`config.mk`:
```
export PLATFORM = sky130hd
export DESIGN_NAME = uart_rx_core
export DESIGN_NICKNAME = d
export VERILOG_FILES = /design/src/rtl/uart_rx_core.sv
export SDC_FILE = /design/constraint.sdc
export NUM_CORES = 1
export LEC_CHECK = 0
export ABC_AREA = 1
export BUFFER_PORTS_ARGS = -buffer_cell sky130_fd_sc_hd__clkbuf_2
export CORE_ASPECT_RATIO = 1.4
export CORE_MARGIN = 10
export CORE_UTILIZATION = 59
export CTS_CLUSTER_DIAMETER = 40
export DETAILED_ROUTE_END_ITERATION = 6
export PLACE_DENSITY = 0.9
export REMOVE_ABC_BUFFERS = 1
export SETUP_SLACK_MARGIN = 0.1
export SLEW_MARGIN = 0
export SYNTH_ARGS = -nofsm -noshare
export SYNTH_HDL_FRONTEND = slang
export SYNTH_SLANG_ARGS = --single-unit
```
`constraint.sdc`:
```
create_clock -name CK_i -period 2.05 [get_ports CK_i]
set_input_delay 0.615 -clock CK_i [delete_from_list [all_inputs] [get_ports CK_i]]
set_output_delay 0.615 -clock CK_i [all_outputs]
set_load 0.05 [all_outputs]
```
`src/rtl/uart_rx_core.sv`:
```
// 8N1 UART receiver: two-flop input synchronizer, mid-bit sampling from a
// single bit-period down-counter, held byte output with a one-cycle DONE_o strobe.
module uart_rx_core #(
    parameter int unsigned C_F_CK = 48_000_000,
    parameter int unsigned C_BAUD = 115_200
) (
    input  logic       CK_i,
    input  logic       XARST_i,
    input  logic       RXD_i,
    output logic [7:0] BYTEs_o,
    output logic       DONE_o
);

    localparam int unsigned C_DIV  = (C_F_CK + C_BAUD / 2) / C_BAUD;
    localparam int unsigned C_HALF = C_DIV / 2;
    localparam int unsigned CNT_W  = $clog2(C_DIV);

    typedef enum logic [2:0] {
        S_IDLE,
        S_START,
        S_DATA,
        S_STOP,
        S_BREAK
    } state_e;

    state_e           state_q, state_d;
    logic             sync1_q, rxs_q;
    logic [CNT_W-1:0] cnt_q, cnt_d;
    logic [2:0]       idx_q, idx_d;
    logic [7:0]       shift_q, shift_d;
    logic             tick_c;
    logic             frame_ok_c;
    logic             pend_q;
    logic             done_q;
    logic [7:0]       byte_q;

    assign tick_c = (cnt_q == '0);

    // FSM state register
    always_ff @(posedge CK_i or negedge XARST_i) begin
        if (!XARST_i) begin
            state_q <= S_IDLE;
        end else begin
            state_q <= state_d;
        end
    end

    // FSM next-state logic
    always_comb begin
        state_d = state_q;
        case (state_q)
            S_IDLE: begin
                if (!rxs_q) begin
                    state_d = S_START;
                end
            end
            S_START: begin
                if (tick_c) begin
                    state_d = rxs_q ? S_IDLE : S_DATA;
                end
            end
            S_DATA: begin
                if (tick_c && (idx_q == 3'd7)) begin
                    state_d = S_STOP;
                end
            end
            S_STOP: begin
                if (tick_c) begin
                    state_d = rxs_q ? S_IDLE : S_BREAK;
                end
            end
            S_BREAK: begin
                if (rxs_q) begin
                    state_d = S_IDLE;
                end
            end
            default: state_d = S_IDLE;
        endcase
    end

    // FSM outputs: bit timer, bit index, shift register and frame-accept event
    always_comb begin
        cnt_d      = cnt_q;
        idx_d      = idx_q;
        shift_d    = shift_q;
        frame_ok_c = 1'b0;
        case (state_q)
            S_IDLE: begin
                if (!rxs_q) begin
                    cnt_d = CNT_W'(C_HALF - 1);
                end
            end
            S_START: begin
                cnt_d = tick_c ? CNT_W'(C_DIV - 1) : cnt_q - CNT_W'(1);
                if (tick_c) begin
                    idx_d = 3'd0;
                end
            end
            S_DATA: begin
                cnt_d = tick_c ? CNT_W'(C_DIV - 1) : cnt_q - CNT_W'(1);
                if (tick_c) begin
                    shift_d[idx_q] = rxs_q;
                    idx_d          = idx_q + 3'd1;
                end
            end
            S_STOP: begin
                cnt_d = tick_c ? CNT_W'(C_DIV - 1) : cnt_q - CNT_W'(1);
                if (tick_c && rxs_q) begin
                    frame_ok_c = 1'b1;
                end
            end
            default: ;
        endcase
    end

    // Synchronizer and datapath registers; the accepted byte is published one
    // cycle after the stop sample so DONE_o and BYTEs_o update together.
    always_ff @(posedge CK_i or negedge XARST_i) begin
        if (!XARST_i) begin
            sync1_q <= 1'b1;
            rxs_q   <= 1'b1;
            cnt_q   <= '0;
            idx_q   <= '0;
            shift_q <= '0;
            pend_q  <= 1'b0;
            done_q  <= 1'b0;
            byte_q  <= '0;
        end else begin
            sync1_q <= RXD_i;
            rxs_q   <= sync1_q;
            cnt_q   <= cnt_d;
            idx_q   <= idx_d;
            shift_q <= shift_d;
            pend_q  <= frame_ok_c;
            done_q  <= pend_q;
            if (pend_q) begin
                byte_q <= shift_q;
            end
        end
    end

    assign BYTEs_o = byte_q;
    assign DONE_o  = done_q;

endmodule

```
==> results.md, run 1 <==
- The flow ran to the end, and the final reports show no timing, DRC or antenna violations.
- The final layout contains 218 nets.
- The kind of cell adding the most delay to the critical path is simple AND/OR/NAND/NOR gates.
- No sink is reached through more buffers than the 2 on the longest clock path.
- For the pin with the worst max-slew slack, the measured transition is 0.518 ns.
- The post-cts repair resize count is 0.
- The fraction of power consumed by combinational cells is 0.015.
- In the post-synthesis netlist, the biggest area contributors are sky130_fd_sc_hd__dfrtp_1 48%, sky130_fd_sc_hd__nand2_1 13%, sky130_fd_sc_hd__mux2_2 5.3%.
- The detail-routed via count per cell is 5.30.
- The count of final hold-check violations came to 0.
- At the worst endpoint, the arrival time is 1.87 ns.
- The cell area that synthesis handed to floorplanning was 1710 µm².
- After synthesis the netlist holds a flip-flop and latch count of 35.
- Setup total negative slack on the finished layout was measured at 0 ns.
- The congestion estimate from routability-driven global placement came to 0.842.
- Clock tree synthesis selected as its root buffer the cell sky130_fd_sc_hd__clkbuf_8.
- Clock-pin slew was measured on the worst setup and hold paths at 0.07 ns.
- TritonCTS built the clock tree.
- The overall die width is 65.5 µm.
- The remaining antenna violation count is 0.
- In the global route stage, met2 resource usage came out at 0.208.
- The max-slew violation total from the final report is 0.
- The tightest slew margin relative to the limit is 0.655.
- Clock latency on the worst-skew pair, taken at its later pin, is 0.29 ns.
- Compared with the post-synthesis result, the final layout area differs by 13.7%.
- The routed design could run at a clock period as short as 1.69 ns.
- The final cell area excluding filler cells is 1940 µm².
- The core footprint is 2820 µm².
- The number of global-route vias before repair was 1,261.
- The library cell with the largest summed area after synthesis is sky130_fd_sc_hd__dfrtp_1.
- Of the total power, the clock network draws 0.502.
- Of the synthesized area, sequential elements account for 0.514.
- The maximum fanout encountered on the critical timing path is 19.
- The largest individual stage delay along the critical path comes from the cell sky130_fd_sc_hd__dfrtp_1.
- The signal on the critical path passes through inv_1 -> ha_1 -> nand2_2 -> nor2_4 -> nand3_4 -> nor2_8 -> nand2_1 -> nand2_1 -> nand2_1.
- The final routed wirelength across all metal layers is 3130 µm.
- The power spent charging and discharging nets is 0.257 mW.
- The internal portion of the total power is 1.19 mW.
- The synthesized area per cell is 8.72 µm².
- Once the clock tree was built, the setup fixing pass inserted 0 buffers.
- The number of distinct standard cells referenced by the synthesized netlist is 24.
- The type of the worst min-delay path is in -> async.
- The ratio of total power to cell area is 743 nW/µm².
- Across the routed clock network, the largest skew measured is 0.00796 ns.
- The most common library cell in the layout ignoring fill and taps is sky130_fd_sc_hd__nand2_1.
- The library cells used most frequently in the layout, excluding fill and tap cells, are 57 x sky130_fd_sc_hd__nand2_1, 33 x sky130_fd_sc_hd__dfrtp_1, 19 x sky130_fd_sc_hd__nor2_1.
- The count of buffering cells on the critical path with inverters included is 1.
- The die is 83.7 µm tall.
- Of the total power, the share spent switching nets is 0.178.
- Entering global routing, the biggest net connects 20 pins.
- The number of clock buffers added by TritonCTS is 5.
- The fill cell instance count of the final layout is 221.
- The number of antenna diodes in the final layout is 0.
- The post-cts hold buffer count is 0.
- Synthesis produced 196 cells.
- The area of the die is 5480 µm².
- The first global-routing pass estimated 5560 µm of wire.
- The biggest cell delay along the critical path is 0.36 ns.
- The CTS sink count is 35.
- The met1 global-route usage is 0.134.
- The tool flagged a number of max-cap violations equal to 0.
- In the global route stage, met3 resource usage came out at 0.0417.
- The top cell type's share of synthesized area is 0.483.
- The proportion of power drawn by flip-flops and latches is 0.483.
- Once placement finished, the instance area stood at 1810 µm².
- STA classifies the critical path endpoint as a flip-flop.
- The critical path in this run is classified as reg -> reg.
- The total of buffers placed on input and output ports is 11.
- The fraction of the cycle the final worst path needs is 0.826.
- The number of warnings issued by yosys is 0.
- The initial antenna violation count is 0.
- The wire length per cell after detailed routing is 12.5 µm.
- After legalization and detailed placement, the total HPWL measured 2260 µm.
- Setup repair after global routing left no endpoint under its margin.
- The leakage power figure is 1.01 nW.
- The DRC violation count after routing is 0.
- The total overflow reported by the global router is 0.
- In the final layout, the share of cells above drive strength 1 is 0.202.
- Hold is met by 0.292 ns.
- Data on the critical path is required at its endpoint by 2.23 ns.
- IR analysis of the VDD net gives a maximum drop of 759 µV.
- For this run, the total global-route usage over all layers was measured as 0.126.
- The worst setup path is launched from a flip-flop.
- Setup violations remaining at the end of the flow were counted as 0.
- The number of iterations in the first detailed-routing pass is 4.
- The busiest layer in global routing is met2.
- The overall power after layout is 1.44 mW.
- After the first detailed-routing iteration, the DRC count stood at 47.
- The starting density of the core is 0.606.
- The row count is 23.
- The H-tree was split into 2 levels.
- During I/O placement, the number of pins put on the boundary was 12.
- The fmax is 590 MHz.
- In this design, the critical path's most frequently occurring cell is sky130_fd_sc_hd__nand2_1.
- The final route contains 1,326 vias.
## area by class of cell
cell class,count,area [µm²],area share
inverter,18,67.6,0.0348
clock inverter,2,60.1,0.0309
multi-input combinational,140,743,0.382
timing repair buffer,12,75.1,0.0386
sequential,35,878,0.452
tap,37,46.3,0.0238
clock buffer,6,72.6,0.0373
## kinds of logic (layout without fill, tap and decap cells)
| kind of cell | after synthesis | in the layout | share of synthesized area |
|---|---|---|---|
| AO/OA/AOI/OAI | 21 | 21 | 0.0615 |
| XOR/XNOR | 1 | 1 | 0.00513 |
| adder cells (fa/ha/maj) | 3 | 3 | 0.0220 |
| buffers and inverters | 21 | 38 | 0.0512 |
| flip-flops | 35 | 35 | 0.514 |
| multiplexers | 8 | 8 | 0.0527 |
| AND/OR/NAND/NOR | 107 | 107 | 0.294 |
## path summary, 6_finish.rpt
check | start | to | slack [ns] | cells past startpoint
worst max-delay path | cnt_q[0]$_DFFE_PN0P_ | shift_q[2]$_DFFE_PN0P_ | 0.36 | 9
worst min-delay path | XARST_i | cnt_q[5]$_DFFE_PN0P_ | 0.29 | 1
worst max register to register | cnt_q[0]$_DFFE_PN0P_ | shift_q[2]$_DFFE_PN0P_ | 0.36 | 9
worst min register to register | sync1_q$_DFF_PN1_ | rxs_q$_DFF_PN1_ | 0.36 | 0
max in group asynchronous | XARST_i | pend_q$_DFF_PN0_ | 1.29 | 2
min in group CK_i | sync1_q$_DFF_PN1_ | rxs_q$_DFF_PN1_ | 0.36 | 0
## cell usage after synthesis
cell type / count
sky130_fd_sc_hd__nand2_1: 57
sky130_fd_sc_hd__dfrtp_1: 33
sky130_fd_sc_hd__nor2_1: 19
sky130_fd_sc_hd__nand3_1: 15
sky130_fd_sc_hd__inv_1: 13
sky130_fd_sc_hd__a21oi_1: 11
sky130_fd_sc_hd__mux2_2: 8
sky130_fd_sc_hd__o21ai_0: 6
sky130_fd_sc_hd__inv_2: 5
sky130_fd_sc_hd__nand2_2: 4
sky130_fd_sc_hd__nand4_1: 4
sky130_fd_sc_hd__o21ai_1: 4
sky130_fd_sc_hd__ha_1: 3
sky130_fd_sc_hd__nor2_4: 3
sky130_fd_sc_hd__dfstp_2: 2
sky130_fd_sc_hd__buf_2: 1
sky130_fd_sc_hd__buf_6: 1
sky130_fd_sc_hd__clkbuf_1: 1
sky130_fd_sc_hd__nand3_4: 1
sky130_fd_sc_hd__nand3b_1: 1
sky130_fd_sc_hd__nor2_8: 1
sky130_fd_sc_hd__nor4_1: 1
sky130_fd_sc_hd__or2_1: 1
sky130_fd_sc_hd__xor2_1: 1
## registers in the layout, summed over array words and instances (netlist names)
name,count
rxs_q,1
sync1_q,1
DONE_o,1
BYTEs_o,8
cnt_q,9
pend_q,1
idx_q,3
shift_q,8
state_q,3
## power groups by stage
stage          clock network [mW]  logic, mW  registers, mW
3_5_place_dp                    0     0.0231          0.710
2_1_floorplan                   0    0.00226          0.710
3_3_place_gp                    0     0.0225          0.710
5_1_grt                     0.777     0.0249          0.697
6_report                    0.724     0.0216          0.698
4_1_cts                     0.735     0.0230          0.697
## through the flow
| step | util | setup slack [ns] | cells |
|---|---|---|---|
| after floorplan | - | 0.556 | 193 |
| after global placement | 0.642 | 0.454 | 242 |
| after detailed placement | 0.642 | 0.369 | 242 |
| after CTS | 0.689 | 0.358 | 250 |
| after global routing | 0.689 | 0.205 | 250 |
| final | 0.689 | 0.356 | 250 |
## metal layers
| layer | vias to the layer above | wire length, µm |
|---|---|---|
| met5 | - | 0 |
| met4 | 0 | 78 |
| met3 | 10 | 136 |
| met2 | 35 | 1570 |
| met1 | 610 | 1340 |
| li1 | 671 | - |
Power figures use the tool's default switching activity.
==> run 2, diff against run 1 <==
==> constraint.sdc (replaced) <==
create_clock -name CK_i -period 1.7 [get_ports CK_i]
set_input_delay 0.51 -clock CK_i [delete_from_list [all_inputs] [get_ports CK_i]]
set_output_delay 0.51 -clock CK_i [all_outputs]
set_load 0.05 [all_outputs]
==> results.md, run 2 (synthesis results as in run 1) <==
- The run finished with clean final reports.
- The routed via count is 1,394 (+5.1%).
- The worst clock skew on the final layout was 0.0104 ns (+0.00248 ns).
- The CTS sink count came to 35 (unchanged).
- The area of the die is 5480 µm² (unchanged).
- The count of cells along the worst register-to-register path came to 10 (+1).
- The remaining antenna violation count is 0 (unchanged).
- The worst register-to-register path ends at shift_q[4]$_DFFE_PN0P_.
- The clock latency at the later pin of the worst-skew pair came to 0.29 ns (about the same).
- The post-route worst setup slack is 0.130 ns (-0.226 ns).
- Counting flops per register, the top entry is cnt_q.
- The final cell count without fillers came to 258 (+3.2%).
- The number of global-route vias before repair is 1,341 (+6.3%).
- The post-CTS clock slew at the launch and capture registers of the worst setup and hold paths is 0.07 ns (about the same).
- The post-layout minimum cycle time was 1.57 ns (-0.124 ns).
- The fraction of the cycle the final worst path needs is 0.923 (+0.0972).
- The wire length per cell after detailed routing was 13.6 µm (+9.1%).
- The number of cells after detailed placement is 243 (+0.41%).
- The die outline height is 83.7 µm (unchanged).
- The fmax is 637 MHz (+7.9%).
- The DRC violation count after routing is 0 (unchanged).
- The overall die width is 65.5 µm (unchanged).
- The initial antenna violation count is 0 (unchanged).
- The most common library cell in the layout ignoring fill and taps is sky130_fd_sc_hd__nand2_1.
- The pin count of the biggest net entering global routing is 20 (unchanged).
- The kind of end point of the critical path is a flip-flop.
- The peak supply drop is 723 µV (-4.8%).
- The startpoint identified for the worst register-to-register timing path is cnt_q[0]$_DFFE_PN0P_.
- The number of violations of the max-capacitance limit is 0 (unchanged).
- The register-to-register setup slack was 0.13 ns (-0.23 ns).
- The detail-routed via count per cell was 5.40 (+1.9%).
- The final routed wirelength across all metal layers is 3520 µm (+13%).
- The flip-flop count of the largest register after layout is 9 (unchanged).
- The row count came to 23 (unchanged).
- The overall power after layout came to 1.61 mW (+12%).
- The data arrival time at the worst-slack endpoint was 1.76 ns (-0.11 ns).
- The count of final setup violators is 0 (unchanged).
- The worst endpoint required time is 1.89 ns (-0.34 ns).
- The core footprint came to 2820 µm² (unchanged).
- The DRC violation total after the first TritonRoute iteration is 66 (+40%).
- The CTS tree is done.
- The ratio of total power to cell area came to 791 nW/µm² (+6.4%).
- The share of post-route cells with drive strength above 1 is 0.253 (+0.0515).
- The maximum level of the CTS H-tree came to 2 (unchanged).
- The clock tree buffer depth is 2 (unchanged).
- The hold slack was 0.178 ns (-0.114 ns).
- The number of top-level pins is 12 (unchanged).
- The leakage power figure is 1.04 nW (+3.5%).
- The maximum fanout encountered on the critical timing path is 6 (-13).
- The root buffer cell is sky130_fd_sc_hd__clkbuf_8.
- In this run the worst hold path is classified as in -> async.
- The total half-perimeter wirelength after legalization and detailed placement came to 2270 µm (+0.46%).
- The top cell types in the final layout, fill and taps aside, are 56 x sky130_fd_sc_hd__nand2_1, 33 x sky130_fd_sc_hd__dfrtp_1, 18 x sky130_fd_sc_hd__nor2_1.
- The type of element launching the critical path is a flip-flop.
- The number of buffers inserted during clock tree synthesis is 5 (unchanged).
- The number of iterations in the first detailed-routing pass is 4 (unchanged).
- The tightest slew margin relative to the limit is 0.652 (-0.00298).
- Setup repair after global routing could not meet its margin everywhere.
- From synthesis to final layout, the design area changed by 19.3%.
- The weighted congestion at the end of routability-driven global placement was 0.842 (about the same).
- The category of the most critical setup path is reg -> reg.
- The total overflow reported by the global router was 0 (unchanged).
- The starting density of the core is 0.606 (unchanged).
- The number of diodes added for antenna fixing is 0 (unchanged).
- The max-slew violation total from the final report is 0 (unchanged).
- The slew at the pin closest to its max-slew limit came to 0.522 ns (+0.00447 ns).
- The wire length of the first global-routing pass was 5640 µm (+1.4%).
- The worst slack at placement is 0.0989 ns (-0.270 ns).
- The total routing usage reported by global routing is 0.128 (+0.00212).
- The final cell area excluding filler cells is 2040 µm² (+4.9%).
- The instance area at placement is 1820 µm² (+0.41%).
- The core occupancy in the finished layout was 0.723 (+0.0337).
- The post-layout net count was 226 (+3.7%).
- The final total negative setup slack is 0 ns (unchanged).
- The count of final hold-check violations is 0 (unchanged).
- The total of buffers placed on input and output ports is 11 (unchanged).
-- run 2: changes by cell type in the layout (fill, tap and decap cells not counted), moves of 2 or more --
cell,delta
sky130_fd_sc_hd__nor2_4,+2
sky130_fd_sc_hd__buf_4,+3
sky130_fd_sc_hd__nor2_2,+2
sky130_fd_sc_hd__nand2_4,+2
-- run 2: report_power, final --
group	switching, mW	total (mW)	internal, mW
clock	0.308	0.744	0.436
combinational	0.0192	0.0262	0.00699
sequential	0.00445	0.841	0.837
total	0.331	1.61	1.28
-- run 2: how the worst max path moves through the flow --
stage / start / to / slack [ns] / cells after the start
6_report: cnt_q[0]$_DFFE_PN0P_ / shift_q[4]$_DFFE_PN0P_ / 0.13 / 10
5_1_grt: cnt_q[1]$_DFFE_PN0P_ / shift_q[4]$_DFFE_PN0P_ / 0.05 / 10
4_1_cts: cnt_q[1]$_DFFE_PN0P_ / shift_q[2]$_DFFE_PN0P_ / 0.08 / 9
3_5_place_dp: cnt_q[1]$_DFFE_PN0P_ / shift_q[5]$_DFFE_PN0P_ / 0.1 / 9
3_3_place_gp: cnt_q[1]$_DFFE_PN0P_ / shift_q[5]$_DFFE_PN0P_ / 0.16 / 9
2_1_floorplan: cnt_q[0]$_DFFE_PN0P_ / shift_q[0]$_DFFE_PN0P_ / 0.21 / 9
-- run 2: repair_timing --
item                                    CTS  global route
resized for setup                         1             7
hold buffers                              0             0
pin swaps                                 0             4
hold endpoints to repair                  0             0
endpoints found under the setup margin    5            15
setup buffers                             0             4
gates cloned                              0             3
-- run 2: layer usage --
metal	vias up	GRT usage	wire (µm)
met5	-	0	0
met4	0	0.0625	55
met3	6	0.0484	169
met2	37	0.224	1870
met1	666	0.127	1420
li1	685	-	-
-- run 2: worst max-delay path, stage by stage (launching register included) --
cell and delay (ns):
sky130_fd_sc_hd__dfrtp_1 0.37, sky130_fd_sc_hd__inv_1 0.11, sky130_fd_sc_hd__ha_4 0.17, sky130_fd_sc_hd__nand2_2 0.07
sky130_fd_sc_hd__nor2_4 0.15, sky130_fd_sc_hd__nand3_4 0.09, sky130_fd_sc_hd__buf_12 0.16, sky130_fd_sc_hd__nor2_4 0.15
sky130_fd_sc_hd__nand2_1 0.07, sky130_fd_sc_hd__nand2_1 0.06, sky130_fd_sc_hd__nand2_1 0.04
-- run 2: final cells by class --
cell class	count	area (µm²)
Sequential cell	35	878
Multi-Input combinational cell	143	811
Fill cell	226	782
Timing Repair Buffer	17	123
Clock buffer	5	68.8
Inverter	18	67.6
Tap cell	37	46.3
Clock inverter	3	43.8
